<file path="config.mk">
export PLATFORM = sky130hd
export DESIGN_NAME = meas_gate_ctrl
export DESIGN_NICKNAME = d
export VERILOG_FILES = /design/src/rtl/freq_ctrl_pkg.sv /design/src/rtl/edge_sync.sv /design/src/rtl/meas_gate_ctrl.sv
export SDC_FILE = /design/constraint.sdc
export NUM_CORES = 1
export LEC_CHECK = 0
export CAP_MARGIN = 30
export CORE_UTILIZATION = 39
export CTS_CLUSTER_DIAMETER = 60
export CTS_CLUSTER_SIZE = 14
export DETAILED_ROUTE_END_ITERATION = 10
export SYNTH_ARGS = -nofsm -noshare
export SYNTH_HDL_FRONTEND = slang
export SYNTH_SLANG_ARGS = --single-unit
export TNS_END_PERCENT = 100
</file>
<file path="constraint.sdc">
create_clock -name clk -period 9.28 [get_ports clk]
set_input_delay 2.32 -clock clk [delete_from_list [all_inputs] [get_ports clk]]
set_output_delay 2.32 -clock clk [all_outputs]
set_load 0.005 [all_outputs]
</file>
<file path="src/rtl/freq_ctrl_pkg.sv">
// Shared types, widths and the saturating edge accumulator used by the
// frequency-counter measurement sequencer.
package freq_ctrl_pkg;

    localparam int PERIOD_W = 12;
    localparam int EDGE_W   = 7;

    localparam logic [PERIOD_W-1:0] DEFAULT_PERIOD = 12'd1000;
    localparam logic [EDGE_W-1:0]   MAX_EDGES      = 7'd99;

    typedef enum logic [1:0] {
        ST_IDLE = 2'd0,
        ST_ARM  = 2'd1,
        ST_GATE = 2'd2,
        ST_HOLD = 2'd3
    } state_e;

    typedef struct packed {
        logic [EDGE_W-1:0] count;
        logic              ovf;
    } edge_acc_t;

    // Count one edge unless already at the two-digit display limit, in which
    // case the count freezes and the overflow flag latches.
    function automatic edge_acc_t edge_accumulate(input edge_acc_t acc, input logic pulse);
        edge_acc_t res;
        res = acc;
        if (pulse) begin
            if (acc.count < MAX_EDGES) begin
                res.count = acc.count + 7'd1;
            end else begin
                res.ovf = 1'b1;
            end
        end else begin
            res = acc;
        end
        return res;
    endfunction

endpackage

</file>
<file path="src/rtl/edge_sync.sv">
// Two-flop synchroniser for the raw measured signal followed by a delay flop
// so a rising edge yields exactly one single-cycle pulse.
module edge_sync (
    input  logic clk,
    input  logic rst_n,
    input  logic d_async,
    output logic rise_pulse
);

    logic meta_q;
    logic sync_q;
    logic dly_q;

    // Synchroniser chain plus edge-detect delay stage.
    always_ff @(posedge clk or negedge rst_n) begin
        if (!rst_n) begin
            meta_q <= 1'b0;
            sync_q <= 1'b0;
            dly_q  <= 1'b0;
        end else begin
            meta_q <= d_async;
            sync_q <= meta_q;
            dly_q  <= sync_q;
        end
    end

    assign rise_pulse = sync_q & ~dly_q;

endmodule

</file>
<file path="src/rtl/meas_gate_ctrl.sv">
// Measurement sequencer: opens a programmable gate, counts synchronised
// rising edges inside it and hands the count downstream over valid/ready.
module meas_gate_ctrl
    import freq_ctrl_pkg::*;
(
    input  logic                clk,
    input  logic                rst_n,
    input  logic                signal,
    input  logic                enable,
    input  logic [PERIOD_W-1:0] period,
    input  logic                period_load,
    input  logic                result_ready,
    output logic                result_valid,
    output logic [EDGE_W-1:0]   result_count,
    output logic                result_ovf,
    output logic                gate_active,
    output logic [1:0]          dbg_state
);

    state_e              state_q, state_d;
    logic [PERIOD_W-1:0] period_reg_q, period_reg_d;
    logic [PERIOD_W-1:0] active_period_q, active_period_d;
    logic [PERIOD_W-1:0] timer_q, timer_d;
    edge_acc_t           acc_q, acc_d;
    logic                res_valid_q, res_valid_d;
    logic [EDGE_W-1:0]   res_count_q, res_count_d;
    logic                res_ovf_q, res_ovf_d;

    logic                edge_pulse_s;
    edge_acc_t           acc_next_s;
    logic                last_cycle_s;

    edge_sync u_edge_sync (
        .clk        (clk),
        .rst_n      (rst_n),
        .d_async    (signal),
        .rise_pulse (edge_pulse_s)
    );

    assign acc_next_s   = edge_accumulate(acc_q, edge_pulse_s);
    // Only meaningful in GATE, where active_period_q is always at least one.
    assign last_cycle_s = (timer_q == (active_period_q - 12'd1));

    // Period register: a zero period is rejected so the gate never degenerates.
    always_comb begin
        period_reg_d = period_reg_q;
        if (period_load && (period != {PERIOD_W{1'b0}})) begin
            period_reg_d = period;
        end else begin
            period_reg_d = period_reg_q;
        end
    end

    // Sequencer next-state, gate timer, edge counter and result capture.
    always_comb begin
        state_d         = state_q;
        active_period_d = active_period_q;
        timer_d         = timer_q;
        acc_d           = acc_q;
        res_valid_d     = res_valid_q;
        res_count_d     = res_count_q;
        res_ovf_d       = res_ovf_q;

        case (state_q)
            ST_IDLE: begin
                if (enable) begin
                    state_d = ST_ARM;
                end else begin
                    state_d = ST_IDLE;
                end
            end

            ST_ARM: begin
                active_period_d = period_reg_q;
                timer_d         = {PERIOD_W{1'b0}};
                acc_d           = '0;
                if (enable) begin
                    state_d = ST_GATE;
                end else begin
                    state_d = ST_IDLE;
                end
            end

            ST_GATE: begin
                if (!enable) begin
                    state_d = ST_IDLE;
                end else begin
                    timer_d = timer_q + 12'd1;
                    acc_d   = acc_next_s;
                    // The pulse of the closing cycle is folded into the result.
                    if (last_cycle_s) begin
                        res_count_d = acc_next_s.count;
                        res_ovf_d   = acc_next_s.ovf;
                        res_valid_d = 1'b1;
                        state_d     = ST_HOLD;
                    end else begin
                        state_d = ST_GATE;
                    end
                end
            end

            ST_HOLD: begin
                if (res_valid_q && result_ready) begin
                    res_valid_d = 1'b0;
                    if (enable) begin
                        state_d = ST_ARM;
                    end else begin
                        state_d = ST_IDLE;
                    end
                end else begin
                    res_valid_d = 1'b1;
                    state_d     = ST_HOLD;
                end
            end

            default: begin
                state_d     = ST_IDLE;
                res_valid_d = 1'b0;
            end
        endcase
    end

    // State, counters and result registers.
    always_ff @(posedge clk or negedge rst_n) begin
        if (!rst_n) begin
            state_q         <= ST_IDLE;
            period_reg_q    <= DEFAULT_PERIOD;
            active_period_q <= {PERIOD_W{1'b0}};
            timer_q         <= {PERIOD_W{1'b0}};
            acc_q           <= '0;
            res_valid_q     <= 1'b0;
            res_count_q     <= {EDGE_W{1'b0}};
            res_ovf_q       <= 1'b0;
        end else begin
            state_q         <= state_d;
            period_reg_q    <= period_reg_d;
            active_period_q <= active_period_d;
            timer_q         <= timer_d;
            acc_q           <= acc_d;
            res_valid_q     <= res_valid_d;
            res_count_q     <= res_count_d;
            res_ovf_q       <= res_ovf_d;
        end
    end

    assign result_valid = res_valid_q;
    assign result_count = res_count_q;
    assign result_ovf   = res_ovf_q;
    assign gate_active  = (state_q == ST_GATE);
    assign dbg_state    = state_q;

endmodule

</file>
== Word-level counts from Yosys, hierarchy flattened ==
Index checks and enable logic that the tools add are counted.
Operators by class
  bitwise logic cells: 2
  $lt $le $gt $ge: 1
  eq/ne operators: 6
  multiply operators: 0
  shift operators: 0
  reduce and logical (&&, ||, !) cells: 9
  $add $sub $neg: 3
  mux-type cells: 17
  divide/modulo/power cells: 0
Operators by type and width (count)
  $pmux W12 S2: 1
  $mux W8: 2
  $pmux W8 S2: 1
  $add A12 B1 Y12 const B: 1
  $eq A12 B12 Y1: 1
  $mux W12: 1
  $reduce_bool A12 Y1: 1
  $sub A12 B1 Y12 const B: 1
  $pmux W2 S4: 1
  $add A7 B1 Y7 const B: 1
  $lt A7 B7 Y1 const B: 1
  $mux W7: 1
  $mux W1: 6
  $mux W2: 3
  $reduce_and A3 Y1: 2
  $eq A2 B2 Y1 const B: 2
  $reduce_bool A2 Y1: 2
  $eq A2 B1 Y1 const B: 1
  $logic_and A1 B1 Y1: 2
  $logic_not A2 Y1: 1
  $ne A2 B1 Y1 const B: 1
  $ne A2 B2 Y1 const B: 1
  $pmux W1 S2: 1
  $reduce_and A2 Y1: 1
  other kinds (2): 2
Word-level totals
  bits in writable memories: 0
  ROM bits: 0
  register bits after elaboration: 58
  memories kept: 0
  output and inout bits: 12
  input bits: 18
  word-level logic and storage cells: 50
  bits in latches: 0

== Longest topological paths before layout ==
Gate-level depths: netlist (run 1).
  word-level depth: 5
  gate-level depth with buffers: 9
  mapped depth without buffers: 8

== Cells and area by module ==
A second synthesis (run 1) with hierarchy kept.
Second synthesis, totals
  cell total of the unflattened synthesis: 297
  area, all modules: 2975.4 µm²
By module, submodules not included
  meas_gate_ctrl: cells each 293, instances 1, area each 2886.5 µm², sequential area each 1383.8 µm²
  edge_sync: cells each 4, instances 1, area each 88.8 µm², sequential area each 75.1 µm²

== Worst setup path before layout (run 1) ==
No wires, ideal clock.
  path type: input port to flip-flop
  start: input enable
  end: register res_count_q[0] (netlist: result_count[0])
  path buffers: 1
  data arrival time: 3.579 ns
  cell stages on the path: 6
  library setup time: 0.125 ns
  setup slack: 5.576 ns
  data required time: 9.155 ns
  cell sequence: nand2_1 nor3_1 nand4_1 or4_1 buf_6 mux2_4
Between the ends
  longest elaborated chain between the ends: 1
RTL lines
  start: declaration: RTL line meas_gate_ctrl.sv:9  | input logic enable,
  $reduce_and A3 Y1 (no line)
  end signal: assignment: RTL line meas_gate_ctrl.sv:132  | res_count_q <= {EDGE_W{1'b0}};
  end signal: assignment: RTL line meas_gate_ctrl.sv:141  | res_count_q <= res_count_d;
  end: declaration: RTL line meas_gate_ctrl.sv:26  | logic [EDGE_W-1:0] res_count_q, res_count_d;
Every way passes these cells.
A chain may end at the register's enable or synchronous reset.

== Worst setup path after layout (run 1) ==
Ends and elaborated chain as after synthesis.

==> results.toml, run 1 <==
[yosys]
synth_nets = 304
synth_seq_cells = 58
yosysUniqueCellTypes = 43
ys_warn_count = 0
synth_area_leader_cell = "dfrtp_1"
synth_top_area_frac = 0.453
netlist_area_um2 = 2870
netlist_top_cells_area = "dfrtp_1 45%, nand2_1 7.8%, xnor2_1 6.1%"
ys_async_sr_fraction = 1.00
synth_enable_flop_cells = 0
yosysSeqAreaShare = 0.508
syn_avg_cell_area_um2 = 10.2
ys.flop_type = "dfrtp_1"
postSynthCellCount = 283

[placement]
port_buffers = 29
dp_cells = 400
gp_congestion = 0.759
dp_hpwl_mm = 3.76

[detailed_routing]
initialDrtViolationCount = 106
ant_nets = 0
via_count = 2068
drt-vias-per-instance = 4.97
wl_per_cell_um = 12.9
totalWireLength_mm = 5.36
drc = 0
drt_first_pass_iters = 4

[global_routing]
grt_usage = 0.165
grt_start_max_net_pins = 59
antenna_found_initial = 0
grt_pass1_wl_mm = 9.57
grt_overflow = 0
grt_pass1_vias = 2069

[sta]
tns_ns = 0
worstMarginPinSlew_ns = 0.758
fin_skew_ns = 0.0123
rsz0062_at_grt = "no"
fmax_ghz = 0.241
finalHoldViolCount = 0
finalSetupViolCount = 0
fin_crit_ns = 4.16
max_slew_margin = 0.493
fin_crit_sh = 0.448
final_max_slew_viol_count = 0

[critical_path]
worstPathCellList = "clkdlybuf4s50_1 > nand2_1 > nor3_1 > nand4_1 > or4_1 > mux2_4"
cp.required_ns = 9.50
cp_top_family = "simple AND/OR/NAND/NOR gates"
worst-r2r-setup-slack_ns = 5.98
path_class = "in -> reg"
arrival_ns = 4.38
worst_setup_path_end_kind = "flip-flop"
cp_slowest_cell = "or4_1"
cp_num_buf_inv = 1
cp_max_fo = 8
start_kind = "primary input"
max_stage_delay_ns = 0.73

[job]
cap_violations = 0

[cts]
hold_buffers = 0
cts.path.max_buffers = 2
insertion_delay_ns = 0.34
cts-buffers-inserted = 9
htree_levels = 3
post_cts_resized = 0
cts_tree = "built"
cts-root-buf = "clkbuf_8"
clk_pin_slew_ns = 0.07
clkSinkCount = 58
post_cts_buffers = 0

[power]
power_density_nw_per_um2 = 249
p_leak_nw = 1.53
ir_drop_mv = 0.119

[layout]
drive_gt1_frac = 0.147
final_cell_mix = "60 x nand2_1, 52 x dfrtp_1, 28 x clkdlybuf4s50_1, 20 x xnor2_1, 15 x nor2_1"
fillers = 669
diodes = 0
area_delta_synth_final_pct = 20.5
fin_cells = 416
final_common_cell = "nand2_1"
nets = 336

[die]
pin_count = 30
initial_core_util = 0.414
coreArea_um2 = 6940
floorplan.die.height_um = 87.8
rows = 30
die-area_um2 = 7710
fp.dieW_um = 87.8

[outcome]
status = "completed"

[worst_hold_path]
hp-class = "reg -> reg"
## metrics by stage
step	power [mW]	setup slack, ns	hold slack [ns]	cell area [um^2]	util
2_1_floorplan	0.539	5.58	0.331	2870	-
3_3_place_gp	0.615	4.78	0.334	3240	0.467
3_5_place_dp	0.620	4.77	0.342	3250	0.468
6_report	0.861	5.12	0.354	3460	0.499
4_1_cts	0.874	5.13	0.357	3460	0.499
5_1_grt	0.921	5.02	0.362	3460	0.499
## worst reg2reg max path, stage by stage, from the launching register on
cell and delay, ns:
dfrtp_1 0.42, inv_1 0.09, ha_1 0.19, or3b_4 0.42
or3_1 0.35, o31a_1 0.32, or3_1 0.36, or4_1 0.66
mux2_4 0.39
## kinds of logic (layout without fill, tap and decap cells)
| family | after synthesis | in the layout | synth area share |
|---|---|---|---|
| AOI/OAI and AO/OA | 35 | 35 | 0.0797 |
| xor gates and xnor gates | 26 | 26 | 0.0793 |
| adders and majority gates | 3 | 3 | 0.0131 |
| buffers and inverters | 18 | 55 | 0.0261 |
| DFF | 58 | 58 | 0.508 |
| muxes | 27 | 27 | 0.109 |
| and+or+nand+nor | 116 | 116 | 0.185 |
## per-layer routing
layer | global-route usage | routed length [um] | up-vias
li1 | - | - | 1038
met1 | 0.197 | 2520 | 977
met2 | 0.273 | 2520 | 41
met3 | 0.0368 | 180 | 12
met4 | 0.0984 | 145 | 0
met5 | 0 | 0 | -
## power by group
part	total (mW)	switching, mW	internal, mW	leakage [nW]
sequential	0.349	0.0507	0.299	0.727
clock	0.251	0.101	0.150	0.106
combinational	0.261	0.137	0.124	0.695
total	0.861	0.289	0.572	1.53
## state kept, by name, indices dropped and copies added, names as in the netlist
| name | flops |
|---|---|
| result_count | 7 |
| period_reg_q | 12 |
| timer_q | 12 |
| u_edge_sync.meta_q | 1 |
| active_period_q | 12 |
| dbg_state | 2 |
| u_edge_sync.dly_q | 1 |
| result_valid | 1 |
| u_edge_sync.sync_q | 1 |
| result_ovf | 1 |
| acc_q | 8 |
## Yosys cell counts, types with 2 or more instances
cell type,n
mux2_4,5
xor2_1,6
mux2_2,14
nor3_1,5
nor2_1,15
mux2i_1,8
inv_1,7
a21oi_1,8
dfrtp_1,52
nand3_1,10
nor4_1,5
dfstp_2,6
or3_1,4
nand4_1,4
xnor2_1,20
o31ai_1,2
and3_1,3
clkbuf_1,9
nor2b_1,3
ha_1,3
o21ai_0,12
or4_1,2
nand2_1,60
## layout make-up
type | count | area, um^2 | area share
Clock buffer | 10 | 128 | 0.0369
Sequential cell | 58 | 1460 | 0.421
Inverter | 7 | 26.3 | 0.00759
Clock inverter | 6 | 82.6 | 0.0239
Tap cell | 96 | 120 | 0.0347
Timing Repair Buffer | 32 | 308 | 0.0889
Multi-Input combinational cell | 207 | 1340 | 0.387
## worst paths after layout
kind                                          from  cells after the start            endpoint
worst max register to register  active_period_q[0]                      8     result_count[0]
worst min-delay path            u_edge_sync.meta_q                      0  u_edge_sync.sync_q
worst max-delay path                        enable                      6     result_count[0]
worst min register to register  u_edge_sync.meta_q                      0  u_edge_sync.sync_q
min in group asynchronous                    rst_n                      2     result_count[3]
max in group asynchronous                    rst_n                      2          timer_q[2]
Power figures use the tool's default switching activity.
==> run 2: changes to the inputs <==
Clock period 9.28 ns to 4.1 ns, I/O delays scaled along.
==> results.toml, run 2 (same netlist as run 1, synthesis figures left out) <==
[outcome]
status = "completed"

[worst_hold_path]
min_from = "u_edge_sync.meta_q"
hp-class = "reg -> reg"

[detailed_routing]
drt_first_pass_iters = 4
met2_wirelength_mm = 2.61
wl_met1_mm = 2.55
totalWireLength_mm = 5.48
via_count = 2075
dr_wl_met3_um = 209
top_layer = "met4"
drt-vias-per-instance = 4.94
wl_per_cell_um = 13.0
initialDrtViolationCount = 71
drc = 0
ant_nets = 0

[layout]
nets = 340
post-route-util = 0.501
diodes = 0
fin_cells = 420
drive_gt1_frac = 0.154
final_cell_mix = "60 x nand2_1, 52 x dfrtp_1, 28 x clkdlybuf4s50_1, 20 x xnor2_1, 15 x nor2_1"
final_common_cell = "nand2_1"
fillers = 669
top_regs = "active_period_q (12), period_reg_q (12), timer_q (12)"
area_delta_synth_final_pct = 21.0

[sta]
fmax_ghz = 0.304
worstMarginPinSlew_ns = 0.750
finalSetupViolCount = 0
fin_crit_ns = 3.29
rsz0062_at_grt = "no"
max_slew_margin = 0.500
fin_skew_ns = 0.00513
final_max_slew_viol_count = 0
finalHoldViolCount = 0
fin_crit_sh = 0.801
tns_ns = 0

[cts]
cts_tree = "built"
cts.path.max_buffers = 2
cts-root-buf = "clkbuf_8"
htree_levels = 3
post_cts_buffers = 0
clkSinkCount = 58
hold_buffers = 0
clk_pin_slew_ns = 0.06
cts-buffers-inserted = 9
insertion_delay_ns = 0.33
post_cts_resized = 0

[critical_path]
start_kind = "flip-flop"
cp_max_fo = 8
r2r-start = "active_period_q[0]"
worst_setup_path_end_kind = "flip-flop"
arrival_ns = 3.50
startpoint = "active_period_q[0]"
cp.required_ns = 4.32
path_class = "reg -> reg"

[global_routing]
grt_start_max_net_pins = 31
grt_usage = 0.162
grt_overflow = 0
grt_pass1_wl_mm = 9.48
grt_pass1_vias = 2033
antenna_found_initial = 0

[power]
ir_drop_mv = 0.242
power_density_nw_per_um2 = 538
p_leak_nw = 1.54

[placement]
dp_hpwl_mm = 3.95
dp_cells = 404
port_buffers = 29
gp_congestion = 0.783

[die]
initial_core_util = 0.414
die-area_um2 = 7710
rows = 30
pin_count = 30
fp.dieW_um = 87.8
floorplan.die.height_um = 87.8
coreArea_um2 = 6940

[job]
cap_violations = 0
run 2: stage by stage:
step	setup WS, ns	total power [mW]	hold slack [ns]	cell area (um^2)
5_1_grt	0.680	2.01	0.362	3480
4_1_cts	0.786	1.90	0.348	3480
3_5_place_dp	0.797	1.41	0.337	3290
2_1_floorplan	1.13	1.22	0.331	2870
3_3_place_gp	0.866	1.40	0.333	3270
6_report	0.814	1.87	0.351	3480
run 2: per-layer routing:
metal,track usage,up-vias
met4,0.0671,0
met2,0.273,36
met1,0.199,979
li1,-,1051
met5,0,-
met3,0.0424,9
run 2: worst max-delay path, cell delays in order, from the launching register on:
cell,delay (ns)
dfrtp_1,0.41
inv_1,0.09
ha_1,0.18
or3b_4,0.41
or3_1,0.35
o31a_1,0.30
or3_1,0.36
or4_1,0.68
mux2_4,0.39
run 2: final timing paths:
check / to / slack (ns) / depth (start not counted)
max reg2reg: result_count[4] / 0.81 / 8
max: result_count[4] / 0.81 / 8
min in group asynchronous: result_count[6] / 0.57 / 1
max in group asynchronous: period_reg_q[5] / 2.78 / 3
min: u_edge_sync.sync_q / 0.35 / 0
min reg2reg: u_edge_sync.sync_q / 0.35 / 0
run 2: area by class of cell:
type | count | area, um^2 | area share
clock buffers | 14 | 173 | 0.0497
clock inverters | 2 | 10.0 | 0.00288
inverters | 7 | 26.3 | 0.00756
multi-input cells | 207 | 1340 | 0.385
flip-flops and latches | 58 | 1460 | 0.420
well taps | 96 | 120 | 0.0345
repair buffers | 36 | 350 | 0.101
run 2: report_power, final:
part,switching [mW],internal (mW),total (mW)
logic,0.310,0.287,0.597
registers,0.114,0.676,0.790
clock network,0.217,0.267,0.484
==> run 3: changes to the inputs <==
Clock period 4.1 ns to 3.3 ns, I/O delays scaled along.
==> results.toml, run 3 (same netlist as run 1, synthesis figures left out) <==
[outcome]
status = "completed"

[sta]
finalHoldViolCount = 0
fmax_ghz = 0.318
whs_ns = 0.350
worst_slack_ns = 0.155
tns_ns = 0
final_max_slew_viol_count = 0
worstMarginPinSlew_ns = 0.779
fin_crit_ns = 3.14
max_slew_margin = 0.480
fin_crit_sh = 0.953
finalSetupViolCount = 0
fin_skew_ns = 0.00610
rsz0062_at_grt = "no"

[layout]
nets = 340
top_regs = "active_period_q (12), period_reg_q (12), timer_q (12)"
diodes = 0
final_cell_mix = "60 x nand2_1, 52 x dfrtp_1, 28 x clkdlybuf4s50_1, 20 x xnor2_1, 15 x nor2_1"
finalInstanceArea_um2 = 3510
drive_gt1_frac = 0.160
final_common_cell = "nand2_1"
post-route-util = 0.506
fillers = 639
area_delta_synth_final_pct = 22.3
fin_cells = 420

[critical_path]
cp_slowest_cell = "or4_1"
r2r_cells = 8
r2r-start = "active_period_q[0]"
path_class = "reg -> reg"
start_kind = "flip-flop"
worst-r2r-setup-slack_ns = 0.16
cpMostUsedCell = "or3_1"
r2r-end = "result_count[2]"
cp_max_fo = 6
cp_top_family = "simple AND/OR/NAND/NOR gates"
worst_setup_path_end_kind = "flip-flop"
cp_num_buf_inv = 1
max_stage_delay_ns = 0.61
worstPathCellList = "inv_1 > ha_1 > or3b_4 > or3_1 > o31a_1 > or3_1 > or4_1 > mux2_4"
arrival_ns = 3.37
cp.required_ns = 3.53

[cts]
cts.path.max_buffers = 2
hold_buffers = 0
clk_pin_slew_ns = 0.07
cts-buffers-inserted = 9
clkSinkCount = 58
cts-root-buf = "clkbuf_8"
cts_tree = "built"
insertion_delay_ns = 0.34
post_cts_resized = 0
htree_levels = 3
post_cts_buffers = 0

[die]
fp.dieW_um = 87.8
die-area_um2 = 7710
rows = 30
initial_core_util = 0.414
coreArea_um2 = 6940
pin_count = 30
floorplan.die.height_um = 87.8

[detailed_routing]
drt-vias-per-instance = 5.05
drc = 0
via_count = 2123
ant_nets = 0
initialDrtViolationCount = 112
totalWireLength_mm = 5.55
drt_first_pass_iters = 4
wl_per_cell_um = 13.2

[job]
cap_violations = 0

[worst_hold_path]
hold_depth = 0
hold_end = "u_edge_sync.sync_q"
hp-class = "reg -> reg"
min_from = "u_edge_sync.meta_q"

[placement]
dp_cells = 404
port_buffers = 29
preCtsSetupSlack_ns = 0.148
dp_hpwl_mm = 3.92
gp_congestion = 0.806
place_area_um2 = 3290

[global_routing]
grt_pass1_wl_mm = 9.76
antenna_found_initial = 0
grt_start_max_net_pins = 31
grt_usage = 0.170
grt_overflow = 0
grt_pass1_vias = 2160

[power]
ir_drop_mv = 0.335
p_leak_nw = 1.55
finalPower_mw = 2.46
power_density_nw_per_um2 = 700
-- run 3: power by group --
group	switching [mW]	internal, mW
registers	0.141	0.839
logic	0.392	0.362
clock network	0.300	0.423
total	0.834	1.62
-- run 3: routing by layer --
layer	track usage	wire [um]	up-vias
met4	0.0820	110	0
met5	0	0	-
met3	0.0603	194	10
met2	0.285	2770	30
met1	0.192	2480	1036
li1	-	-	1047
-- run 3: worst max-delay path by stage --
stage | slack (ns) | depth (start not counted) | start | endpoint
finish | 0.16 | 8 | active_period_q[0] | result_count[2]
global route | 0.01 | 9 | active_period_q[0] | result_count[5]
CTS | 0.14 | 8 | active_period_q[0] | result_count[2]
detailed placement | 0.15 | 8 | active_period_q[1] | result_count[2]
global placement | 0.19 | 8 | active_period_q[1] | result_count[0]
floorplan | 0.33 | 9 | active_period_q[0] | result_count[0]
-- run 3: area by class of cell --
type,count,area (um^2),share of cell area
well taps,96,120,0.0342
multi-input cells,207,1340,0.381
clock inverters,7,93.8,0.0267
flip-flops and latches,58,1460,0.415
repair buffers,36,350,0.0998
inverters,7,26.3,0.00748
clock buffers,9,124,0.0353
-- run 3: worst reg2reg max path: stages, from the launching register on --
cell	delay [ns]
dfrtp_1	0.38
inv_1	0.08
ha_1	0.18
or3b_4	0.40
or3_1	0.35
o31a_1	0.30
or3_1	0.35
or4_1	0.61
mux2_4	0.37
